## src/rtl/bist_ora_pkg.sv

```systemverilog
// -----------------------------------------------------------------------------
// bist_ora_pkg
// Shared definitions for the BIST output-response analyser:
//   - ora_state_t   : session state encoding (IDLE, COLLECT, CHECK, DONE)
//   - DEF_POLY      : default MISR feedback taps, x^32+x^22+x^2+x+1
//   - DEF_SEED      : default signature seed
//   - MISR_MAX_W    : widest signature misr_step can handle
//   - misr_step()   : one MISR compaction step for any width up to MISR_MAX_W
// -----------------------------------------------------------------------------
package bist_ora_pkg;

    typedef enum logic [1:0] {
        S_IDLE    = 2'd0,
        S_COLLECT = 2'd1,
        S_CHECK   = 2'd2,
        S_DONE    = 2'd3
    } ora_state_t;

    localparam logic [31:0] DEF_POLY   = 32'h0040_0007;
    localparam logic [31:0] DEF_SEED   = 32'h0000_0001;
    localparam int          MISR_MAX_W = 64;

    // Operands are zero-extended to MISR_MAX_W; width selects the live
    // signature slice. The feedback bit is the MSB of the live slice, and
    // everything above the slice is masked off so callers can truncate freely.
    function automatic logic [MISR_MAX_W-1:0] misr_step(
        input logic [MISR_MAX_W-1:0] sig,
        input logic [MISR_MAX_W-1:0] stim,
        input logic [MISR_MAX_W-1:0] poly,
        input int                    width
    );
        logic [MISR_MAX_W-1:0] x;
        logic [MISR_MAX_W-1:0] mask;
        logic [MISR_MAX_W-1:0] msb_sel;
        logic                  fb;
        x       = sig ^ stim;
        msb_sel = MISR_MAX_W'(1) << (width - 1);
        fb      = |(x & msb_sel);
        mask    = (width >= MISR_MAX_W) ? '1 : ((MISR_MAX_W'(1) << width) - 1'b1);
        return ((x << 1) ^ (fb ? poly : '0)) & mask;
    endfunction

endpackage

```

## src/rtl/ora_misr_core.sv

```systemverilog
// -----------------------------------------------------------------------------
// ora_misr_core
// Signature register of the output-response analyser. Reset and load_seed
// both place SEED in the register; step compacts one stimulus word.
// Ports:
//   clk        in   clock, rising edge
//   rst        in   synchronous active-high reset (loads SEED)
//   load_seed  in   reload SEED (session start); wins over step
//   step       in   compact stim into the signature this cycle
//   stim       in   WIDTH  zero-extended sample word
//   sig        out  WIDTH  current signature
// -----------------------------------------------------------------------------
module ora_misr_core
    import bist_ora_pkg::*;
#(
    parameter int               WIDTH = 32,
    parameter logic [WIDTH-1:0] POLY  = WIDTH'(DEF_POLY),
    parameter logic [WIDTH-1:0] SEED  = WIDTH'(DEF_SEED)
) (
    input  logic             clk,
    input  logic             rst,
    input  logic             load_seed,
    input  logic             step,
    input  logic [WIDTH-1:0] stim,
    output logic [WIDTH-1:0] sig
);

    if (WIDTH > MISR_MAX_W || WIDTH < 2) begin : g_bad_width
        $error("ora_misr_core: WIDTH must be in 2..MISR_MAX_W");
    end

    always_ff @(posedge clk) begin
        if (rst || load_seed) begin
            sig <= SEED;
        end else if (step) begin
            sig <= WIDTH'(misr_step(MISR_MAX_W'(sig), MISR_MAX_W'(stim),
                                    MISR_MAX_W'(POLY), WIDTH));
        end
    end

endmodule

```

## src/rtl/bist_ora_misr.sv

```systemverilog
// -----------------------------------------------------------------------------
// bist_ora_misr
// BIST output-response analyser for the data-memory write port. Compacts a
// bounded session of {address, data} write samples into a MISR signature
// starting from SEED, then compares against a golden value.
//
// Optional feature macro: BIST_ORA_GOLDEN_CMP_EN
//   defined   : golden is latched at start and pass/fail come from the compare
//   undefined : golden is ignored and pass/fail stay 0; CHECK still takes one
//               cycle so done timing is identical in both builds
//
// Ports:
//   clk         in   clock, rising edge
//   rst         in   synchronous active-high reset
//   start       in   single-cycle session start (IDLE or DONE)
//   abort       in   cancel session (COLLECT/CHECK/DONE); beats start
//   sample_len  in   CNT_W   samples to compact, latched at start
//   golden      in   WIDTH   expected signature, latched at start
//   smp_valid   in   sample qualifier (memory write enable)
//   smp_addr    in   ADDR_W  sample address (upper part of stimulus)
//   smp_data    in   DATA_W  sample data (lower part of stimulus)
//   busy        out  high in COLLECT and CHECK
//   done        out  high in DONE
//   signature   out  WIDTH   current MISR value
//   smp_count   out  CNT_W   samples compacted this session
//   pass        out  signature matched golden (valid with done)
//   fail        out  signature differed from golden (valid with done)
// -----------------------------------------------------------------------------
module bist_ora_misr
    import bist_ora_pkg::*;
#(
    parameter int               WIDTH  = 32,
    parameter logic [WIDTH-1:0] POLY   = WIDTH'(DEF_POLY),
    parameter logic [WIDTH-1:0] SEED   = WIDTH'(DEF_SEED),
    parameter int               ADDR_W = 16,
    parameter int               DATA_W = 16,
    parameter int               CNT_W  = 16
) (
    input  logic              clk,
    input  logic              rst,
    input  logic              start,
    input  logic              abort,
    input  logic [CNT_W-1:0]  sample_len,
    input  logic [WIDTH-1:0]  golden,
    input  logic              smp_valid,
    input  logic [ADDR_W-1:0] smp_addr,
    input  logic [DATA_W-1:0] smp_data,
    output logic              busy,
    output logic              done,
    output logic [WIDTH-1:0]  signature,
    output logic [CNT_W-1:0]  smp_count,
    output logic              pass,
    output logic              fail
);

    if (ADDR_W + DATA_W > WIDTH) begin : g_bad_cfg
        $error("bist_ora_misr: ADDR_W+DATA_W must not exceed WIDTH");
    end

    ora_state_t        state;
    logic [CNT_W-1:0]  len_q;
    logic [CNT_W-1:0]  cnt_inc;
    logic [WIDTH-1:0]  stim;
    logic              load_seed;
    logic              step;

`ifdef BIST_ORA_GOLDEN_CMP_EN
    logic [WIDTH-1:0]  golden_q;
`else
    logic              golden_unused;
    assign golden_unused = ^golden;
`endif

    assign stim    = WIDTH'({smp_addr, smp_data});
    assign cnt_inc = smp_count + 1'b1;

    // Seed reload happens on any accepted start; in DONE an abort suppresses
    // it, in IDLE abort is meaningless so start is always honoured.
    assign load_seed = start && ((state == S_IDLE) || (state == S_DONE && !abort));
    assign step      = (state == S_COLLECT) && smp_valid && !abort;

    ora_misr_core #(
        .WIDTH (WIDTH),
        .POLY  (POLY),
        .SEED  (SEED)
    ) u_core (
        .clk       (clk),
        .rst       (rst),
        .load_seed (load_seed),
        .step      (step),
        .stim      (stim),
        .sig       (signature)
    );

    // Session FSM with registered status outputs; busy/done are written on
    // the same edge as the state they describe.
    always_ff @(posedge clk) begin
        if (rst) begin
            state     <= S_IDLE;
            smp_count <= '0;
            len_q     <= '0;
            busy      <= 1'b0;
            done      <= 1'b0;
            pass      <= 1'b0;
            fail      <= 1'b0;
`ifdef BIST_ORA_GOLDEN_CMP_EN
            golden_q  <= '0;
`endif
        end else begin
            case (state)
                S_IDLE, S_DONE: begin
                    if (state == S_DONE && abort) begin
                        state <= S_IDLE;
                        done  <= 1'b0;
                        pass  <= 1'b0;
                        fail  <= 1'b0;
                    end else if (start) begin
                        smp_count <= '0;
                        len_q     <= sample_len;
`ifdef BIST_ORA_GOLDEN_CMP_EN
                        golden_q  <= golden;
`endif
                        busy      <= 1'b1;
                        done      <= 1'b0;
                        pass      <= 1'b0;
                        fail      <= 1'b0;
                        state     <= (sample_len == '0) ? S_CHECK : S_COLLECT;
                    end
                end
                S_COLLECT: begin
                    if (abort) begin
                        state <= S_IDLE;
                        busy  <= 1'b0;
                    end else if (smp_valid) begin
                        smp_count <= cnt_inc;
                        if (cnt_inc == len_q) begin
                            state <= S_CHECK;
                        end
                    end
                end
                S_CHECK: begin
                    busy <= 1'b0;
                    if (abort) begin
                        state <= S_IDLE;
                    end else begin
                        state <= S_DONE;
                        done  <= 1'b1;
`ifdef BIST_ORA_GOLDEN_CMP_EN
                        pass  <= (signature == golden_q);
                        fail  <= (signature != golden_q);
`else
                        pass  <= 1'b0;
                        fail  <= 1'b0;
`endif
                    end
                end
                default: begin
                    state <= S_IDLE;
                    busy  <= 1'b0;
                    done  <= 1'b0;
                end
            endcase
        end
    end

endmodule

```

## config.mk

```make
export PLATFORM = sky130hd
export DESIGN_NAME = bist_ora_misr
export DESIGN_NICKNAME = d
export VERILOG_FILES = /design/src/rtl/bist_ora_pkg.sv /design/src/rtl/ora_misr_core.sv /design/src/rtl/bist_ora_misr.sv
export SDC_FILE = /design/constraint.sdc
export NUM_CORES = 1
export LEC_CHECK = 0
export BUFFER_PORTS_ARGS = -buffer_cell sky130_fd_sc_hd__buf_2
export CORE_ASPECT_RATIO = 0.8
export CORE_UTILIZATION = 45
export DETAILED_ROUTE_END_ITERATION = 6
export GPL_ROUTABILITY_DRIVEN = 0
export PLACE_DENSITY_LB_ADDON = 0.12
export SLEW_MARGIN = 0
export SYNTH_ARGS = -nofsm -noshare
export SYNTH_HDL_FRONTEND = slang
export SYNTH_SLANG_ARGS = --single-unit
```

## constraint.sdc

```tcl
create_clock -name clk -period 2.3 [get_ports clk]
set_input_delay 0.23 -clock clk [delete_from_list [all_inputs] [get_ports clk]]
set_output_delay 0.23 -clock clk [all_outputs]
set_load 0.03 [all_outputs]
```

==> results of run 1 <==
layer usage:
layer	vias to the layer above	share of wire (%)	track usage, %
li1	1825	-	-
met1	1604	50	33.7
met2	106	42	32.2
met3	12	6.1	5.56
met4	0	1.5	8.58
met5	-	0	0
sequential cells by signal, summed over array words and instances, names as in the netlist:
| signal | cells |
|---|---|
| busy | 1 |
| done | 1 |
| len_q | 16 |
| smp_count | 16 |
| state | 2 |
| u_core.sig | 32 |
power groups by stage:
stage / Combinational, W / Clock (W) / Sequential (W)
after floorplan: 0.000888 / 0 / 0.00157
after detailed placement: 0.00139 / 0 / 0.00147
after CTS: 0.00140 / 0.00102 / 0.00145
final: 0.00147 / 0.000990 / 0.00145
after global placement: 0.00136 / 0 / 0.00147
after global routing: 0.00163 / 0.00106 / 0.00147
critical path, cell delays in order, from the launching register on:
cell,delay (ps)
sky130_fd_sc_hd__dfxtp_4,380
sky130_fd_sc_hd__nand4_1,160
sky130_fd_sc_hd__or4_4,530
sky130_fd_sc_hd__a211o_1,250
sky130_fd_sc_hd__a2111o_1,460
sky130_fd_sc_hd__nor4_4,140
sky130_fd_sc_hd__buf_4,180
sky130_fd_sc_hd__a2111oi_4,70
sky130_fd_sc_hd__a211oi_2,170
cells by family after synthesis:
kind of cell	synth area share, %
AO/OA/AOI/OAI	22.4
other	0.102
buffers and inverters	4.70
AND/OR/NAND/NOR	21.1
XOR/XNOR	12.2
flip-flops	37.0
multiplexers	0.851
adder cells (fa/ha/maj)	1.70
worst paths after layout:
path                                      from        end  slack (ps)  cells after the start
worst max-delay path              smp_count[1]   state[1]        -120                      8
worst min-delay path            sample_len[11]  len_q[11]         130                      3
worst max register to register    smp_count[1]   state[1]        -120                      8
worst min register to register       len_q[15]  len_q[15]         470                      2
per-stage QoR:
stage,hold slack (ps),utilization (%),total power (W)
2_1_floorplan,366,-,0.00246
3_3_place_gp,463,56.4,0.00283
3_5_place_dp,460,56.4,0.00286
4_1_cts,112,58.9,0.00387
5_1_grt,120,60.2,0.00416
6_report,127,60.2,0.00392
cell type report:
cell class,count,area [µm²]
clock buffer,10,128
timing repair buffer,138,793
tap,108,135
sequential,68,1390
inverter,7,26.3
clock inverter,6,65.1
multi-input combinational,342,2220
fill,737,3150
what timing repair did:
item | 4_1_cts | 5_1_grt
pin swaps | 1 | 11
buffers inserted | 0 | 4
gates resized for setup | 2 | 15
endpoints found under the setup margin | 2 | 12
endpoints found under the hold margin | 0 | 0
cells in the final DEF, fill, tap and decap left out, types with 5 or more instances in the layout:
master / count
sky130_fd_sc_hd__or3_1: 5
sky130_fd_sc_hd__nor3_1: 5
sky130_fd_sc_hd__buf_4: 35
sky130_fd_sc_hd__nand3_1: 10
sky130_fd_sc_hd__dfxtp_1: 58
sky130_fd_sc_hd__a21oi_1: 41
sky130_fd_sc_hd__nor2_1: 49
sky130_fd_sc_hd__dfxtp_4: 6
sky130_fd_sc_hd__clkbuf_8: 9
sky130_fd_sc_hd__nand2_1: 44
sky130_fd_sc_hd__nor2b_1: 9
sky130_fd_sc_hd__a211oi_1: 35
sky130_fd_sc_hd__buf_2: 102
sky130_fd_sc_hd__nand4_1: 5
sky130_fd_sc_hd__xnor2_1: 48
sky130_fd_sc_hd__inv_1: 7
sky130_fd_sc_hd__o21ai_0: 15
==> results.json, run 1 <==
{
  "antenna_cells_inserted": 0,
  "synth.top_cells.by_area": "sky130_fd_sc_hd__dfxtp_1 (37%), sky130_fd_sc_hd__xnor2_1 (11%), sky130_fd_sc_hd__a211oi_1 (7.1%)",
  "area_growth_syn_to_layout_pct": 29.4,
  "critPathCaptureType": "flip-flop",
  "antenna_found_initial": 0,
  "cts_sinks": 68,
  "tritoncts": "yes",
  "fp.dieW_um": 103,
  "sw_frac_of_total_pct": 38.4,
  "max-slew-margin-rel_pct": 60.5,
  "synth_cells": 449,
  "synth-edff-count": 0,
  "final-setup-viol-count": 2,
  "portBuffers": 102,
  "critical_path_required_ps": 2560,
  "final_min_period_over_clock_period_pct": 105,
  "combined_global_route_utilization_of_all_metal_layers_pct": 23.0,
  "design.final.nets": 656,
  "leakage_component_of_the_power_nw": 1.89,
  "layout.cells.non_filler": 679,
  "cts.root.buffer_cell": "sky130_fd_sc_hd__clkbuf_8",
  "design.die.area_mm2": 0.00854,
  "path_max_fanout": 5,
  "flop_and_latch_count_out_of_synthesis": 68,
  "yosys_warnings": 0,
  "drt_first_pass_iters": 5,
  "internal_w": 0.00241,
  "synth-main-ff-cell": "sky130_fd_sc_hd__dfxtp_1",
  "ctsHoldBuffers": 0,
  "placeableCoreArea_mm2": 0.00791,
  "asyncSetResetFlopFracSynth_pct": 0,
  "grt_pass1_wl_um": 15300,
  "fin_area_mm2": 0.00476,
  "netlist.top_cell.by_area": "sky130_fd_sc_hd__dfxtp_1",
  "postRouteAntennaNets": 0,
  "holdCritPathClass": "in2reg",
  "worstSkewPairLatency_ps": 340,
  "yosys.cell_count.top_type": "sky130_fd_sc_hd__dfxtp_1",
  "initial_drt_markers": 157,
  "synthesized_cell_area_mm2": 0.00368,
  "power_per_cell_area_mw_per_mm2": 823,
  "hpwlAfterDp_um": 6890,
  "htreeDepth": 3,
  "failed_checks": "setup timing",
  "critPathLaunchType": "flip-flop",
  "placed_cell_area_mm2": 0.00446,
  "ys_types": 56,
  "ys_seq_area_share_pct": 37.0,
  "grt_start_max_net_pins": 65,
  "num_io_pins": 137,
  "netlist_top_cells_count": "sky130_fd_sc_hd__dfxtp_1 (68), sky130_fd_sc_hd__nor2_1 (49), sky130_fd_sc_hd__xnor2_1 (48), sky130_fd_sc_hd__nand2_1 (45), sky130_fd_sc_hd__a21oi_1 (41)",
  "power.share.sequential_pct": 37.1,
  "max_freq_ghz": 0.414,
  "tightest_slew_ps": 592,
  "synth_top_area_share_pct": 37.0,
  "total_instance_count_after_detailed_placement": 659,
  "routed_wire_length_per_instance_um": 14.0,
  "pre_cts_ws_ps": -148,
  "rows": 29,
  "layout_cells_sized_above_1_pct": 32.2,
  "final_hold_viol_count": 0,
  "syn-mean-instance-area_um2": 8.19,
  "finClkSkew_ps": 8.28,
  "clock_path_buffers": 2,
  "worst-endpoint-arrival_ps": 2680,
  "vias_in_the_first_global_route": 3202,
  "pwr-share-clk_pct": 25.3,
  "netSwitchingPower_w": 0.00150,
  "drt_wl_total_um": 9490,
  "max_cap_violations": 0,
  "layout_setup_ws_ps": -117,
  "timing.final.max_slew_violations": 0,
  "via_count": 3547,
  "avgViaCountPerCell": 5.22,
  "comb_power_share_pct": 37.6,
  "tritoncts.num_buffers": 9,
  "outcome": "complete, but fails checks",
  "unrepaired_setup_endpoints_after_global_routing": "yes",
  "finalSetupTns_ps": -233,
  "clk_transition_reported_paths_ps": 80,
  "finalCriticalPeriod_ps": 2420,
  "die_y_um": 82.8,
  "timing.setup.critical_path_class": "reg2reg",
  "overflow": 0,
  "route.detailed.drc": 0,
  "ir_drop_uv": 670,
  "floorplan.initialDensity_pct": 46.5
}
Power figures use the tool's default switching activity.
==> inputs of run 2 (changes only) <==
--- a/config.mk
+++ b/config.mk
@@ -7,6 +7,7 @@
 export LEC_CHECK = 0
 export BUFFER_PORTS_ARGS = -buffer_cell sky130_fd_sc_hd__buf_2
 export CORE_ASPECT_RATIO = 0.8
+export CORE_MARGIN = 3
 export CORE_UTILIZATION = 45
 export DETAILED_ROUTE_END_ITERATION = 6
 export GPL_ROUTABILITY_DRIVEN = 0
==> results.json, run 2 (synthesis gave the netlist of run 1 again) <==
{
  "outcome": "complete, no violations",
  "max_cap_violations": 0,
  "clock_path_buffers": 2,
  "ir_drop_uv": 462,
  "hpwlAfterDp_um": 7220,
  "drt_wl_total_um": 9870,
  "final-setup-viol-count": 0,
  "worstSkewPairLatency_ps": 340,
  "htreeDepth": 3,
  "tightest_slew_ps": 583,
  "largest_registers": "u_core.sig: 32 flops, len_q: 16 flops, smp_count: 16 flops",
  "critical_path_required_ps": 2510,
  "overflow": 0,
  "critPathLaunchType": "flip-flop",
  "cts_sinks": 68,
  "critPathCaptureType": "flip-flop",
  "routed_wire_length_per_instance_um": 14.5,
  "num_io_pins": 137,
  "fp.dieW_um": 107,
  "portBuffers": 102,
  "max_flop_register": "u_core.sig",
  "layout_common_cells": "sky130_fd_sc_hd__buf_2 (102), sky130_fd_sc_hd__dfxtp_1 (56), sky130_fd_sc_hd__nor2_1 (49)",
  "cts.root.buffer_cell": "sky130_fd_sc_hd__clkbuf_8",
  "fillers": 728,
  "area_growth_syn_to_layout_pct": 30.1,
  "timing.final.max_slew_violations": 0,
  "combined_global_route_utilization_of_all_metal_layers_pct": 21.2,
  "timing.setup.critical_path_class": "reg2reg",
  "layout_cells_sized_above_1_pct": 33.2,
  "route.detailed.drc": 0,
  "grt_start_max_net_pins": 65,
  "ctsHoldBuffers": 0,
  "clk_transition_reported_paths_ps": 80,
  "path_max_fanout": 4,
  "placeableCoreArea_mm2": 0.00767,
  "multi_input_comb_area_mm2": 0.00220,
  "leakage_component_of_the_power_nw": 1.91,
  "tritoncts": "yes",
  "total_instance_count_after_detailed_placement": 659,
  "antenna_cells_inserted": 0,
  "sw_frac_of_total_pct": 37.4,
  "drt_first_pass_iters": 4,
  "max-slew-margin-rel_pct": 61.2,
  "tritoncts.num_buffers": 9,
  "holdCritPathClass": "in2reg",
  "design.die.area_mm2": 0.00930,
  "finalCriticalPeriod_ps": 2290,
  "vias_in_the_first_global_route": 3301,
  "initial_drt_markers": 196,
  "worst-endpoint-arrival_ps": 2510,
  "fin_area_mm2": 0.00478,
  "sequential_cell_area_mm2": 0.00139,
  "postRouteAntennaNets": 0,
  "max_reg_flops": 32,
  "comb_power_share_pct": 36.5,
  "pwr-share-clk_pct": 26.6,
  "die_y_um": 86.8,
  "max_freq_ghz": 0.436,
  "avgViaCountPerCell": 5.32,
  "internal_w": 0.00246,
  "netSwitchingPower_w": 0.00147,
  "finClkSkew_ps": 7.96,
  "power.share.sequential_pct": 36.9,
  "final_hold_viol_count": 0,
  "design.final.nets": 661,
  "grt_pass1_wl_um": 16000,
  "floorplan.initialDensity_pct": 47.9,
  "final_min_period_over_clock_period_pct": 99.7,
  "layout.cells.non_filler": 681,
  "antenna_found_initial": 0,
  "commonest_non_fill_non_tap_cell_in_the_layout": "sky130_fd_sc_hd__buf_2",
  "via_count": 3621,
  "unrepaired_setup_endpoints_after_global_routing": "yes",
  "power_per_cell_area_mw_per_mm2": 824,
  "rows": 28,
  "placed_cell_area_mm2": 0.00446
}
==> run 2: changes by cell type in the layout (fill, tap and decap cells not counted), sizes merged <==
cell      before  now
clkinvlp       1    0
clkinv         4    3
buf          138  143
clkbuf        10   12
==> run 2: layout make-up <==
class / count / area share, %
Clock buffer: 12 / 3.27
Clock inverter: 4 / 1.18
Inverter: 7 / 0.550
Multi-Input combinational cell: 342 / 46.0
Sequential cell: 68 / 29.1
Tap cell: 105 / 2.75
Timing Repair Buffer: 143 / 17.1
==> run 2: power by group through the flow <==
stage	combinational (W)	sequential (W)	clock [W]
6_report	0.00144	0.00145	0.00105
5_1_grt	0.00159	0.00147	0.00112
4_1_cts	0.00143	0.00145	0.00107
3_5_place_dp	0.00140	0.00148	0
3_3_place_gp	0.00136	0.00147	0
2_1_floorplan	0.000888	0.00157	0
==> run 2: stage by stage <==
stage          power (W)  setup TNS, ps  utilization (%)  hold slack, ps  setup slack [ps]
3_3_place_gp     0.00283           -165             58.2             464             -85.7
2_1_floorplan    0.00246           -116                -             366             -58.3
3_5_place_dp     0.00287           -201             58.2             472              -103
5_1_grt          0.00418           -186             62.3             128              -106
4_1_cts          0.00395              0             61.8             120              5.96
6_report         0.00394              0             62.3             134              7.91
==> run 2: worst max-delay path, cell delays in order, from the launching register on <==
cell and delay, ps:
sky130_fd_sc_hd__dfxtp_4 340, sky130_fd_sc_hd__inv_1 80, sky130_fd_sc_hd__or4_4 560, sky130_fd_sc_hd__a211o_1 280, sky130_fd_sc_hd__a2111o_1 400, sky130_fd_sc_hd__nor4_4 240
sky130_fd_sc_hd__a211o_2 220, sky130_fd_sc_hd__a211oi_2 60
==> run 2: worst paths after layout <==
path | slack (ps) | startpoint | endpoint | cells after the start
max | 8 | smp_count[4] | state[0] | 7
min | 130 | sample_len[9] | len_q[9] | 3
max reg2reg | 8 | smp_count[4] | state[0] | 7
min reg2reg | 480 | len_q[13] | len_q[13] | 2
==> run 2: metal layers <==
layer  global-route usage, %  part of all wire, %
met1                    30.6                   48
met2                    32.2                   44
met3                    4.47                  7.5
met4                    5.23                 0.71
met5                       0                    0
==> run 2: what timing repair did <==
| item | 4_1_cts | 5_1_grt |
|---|---|---|
| gates resized for setup | 9 | 7 |
| cloned | 0 | 0 |
| endpoints found under the setup margin | 2 | 14 |
| buffers inserted | 4 | 2 |
| pin swaps | 2 | 0 |
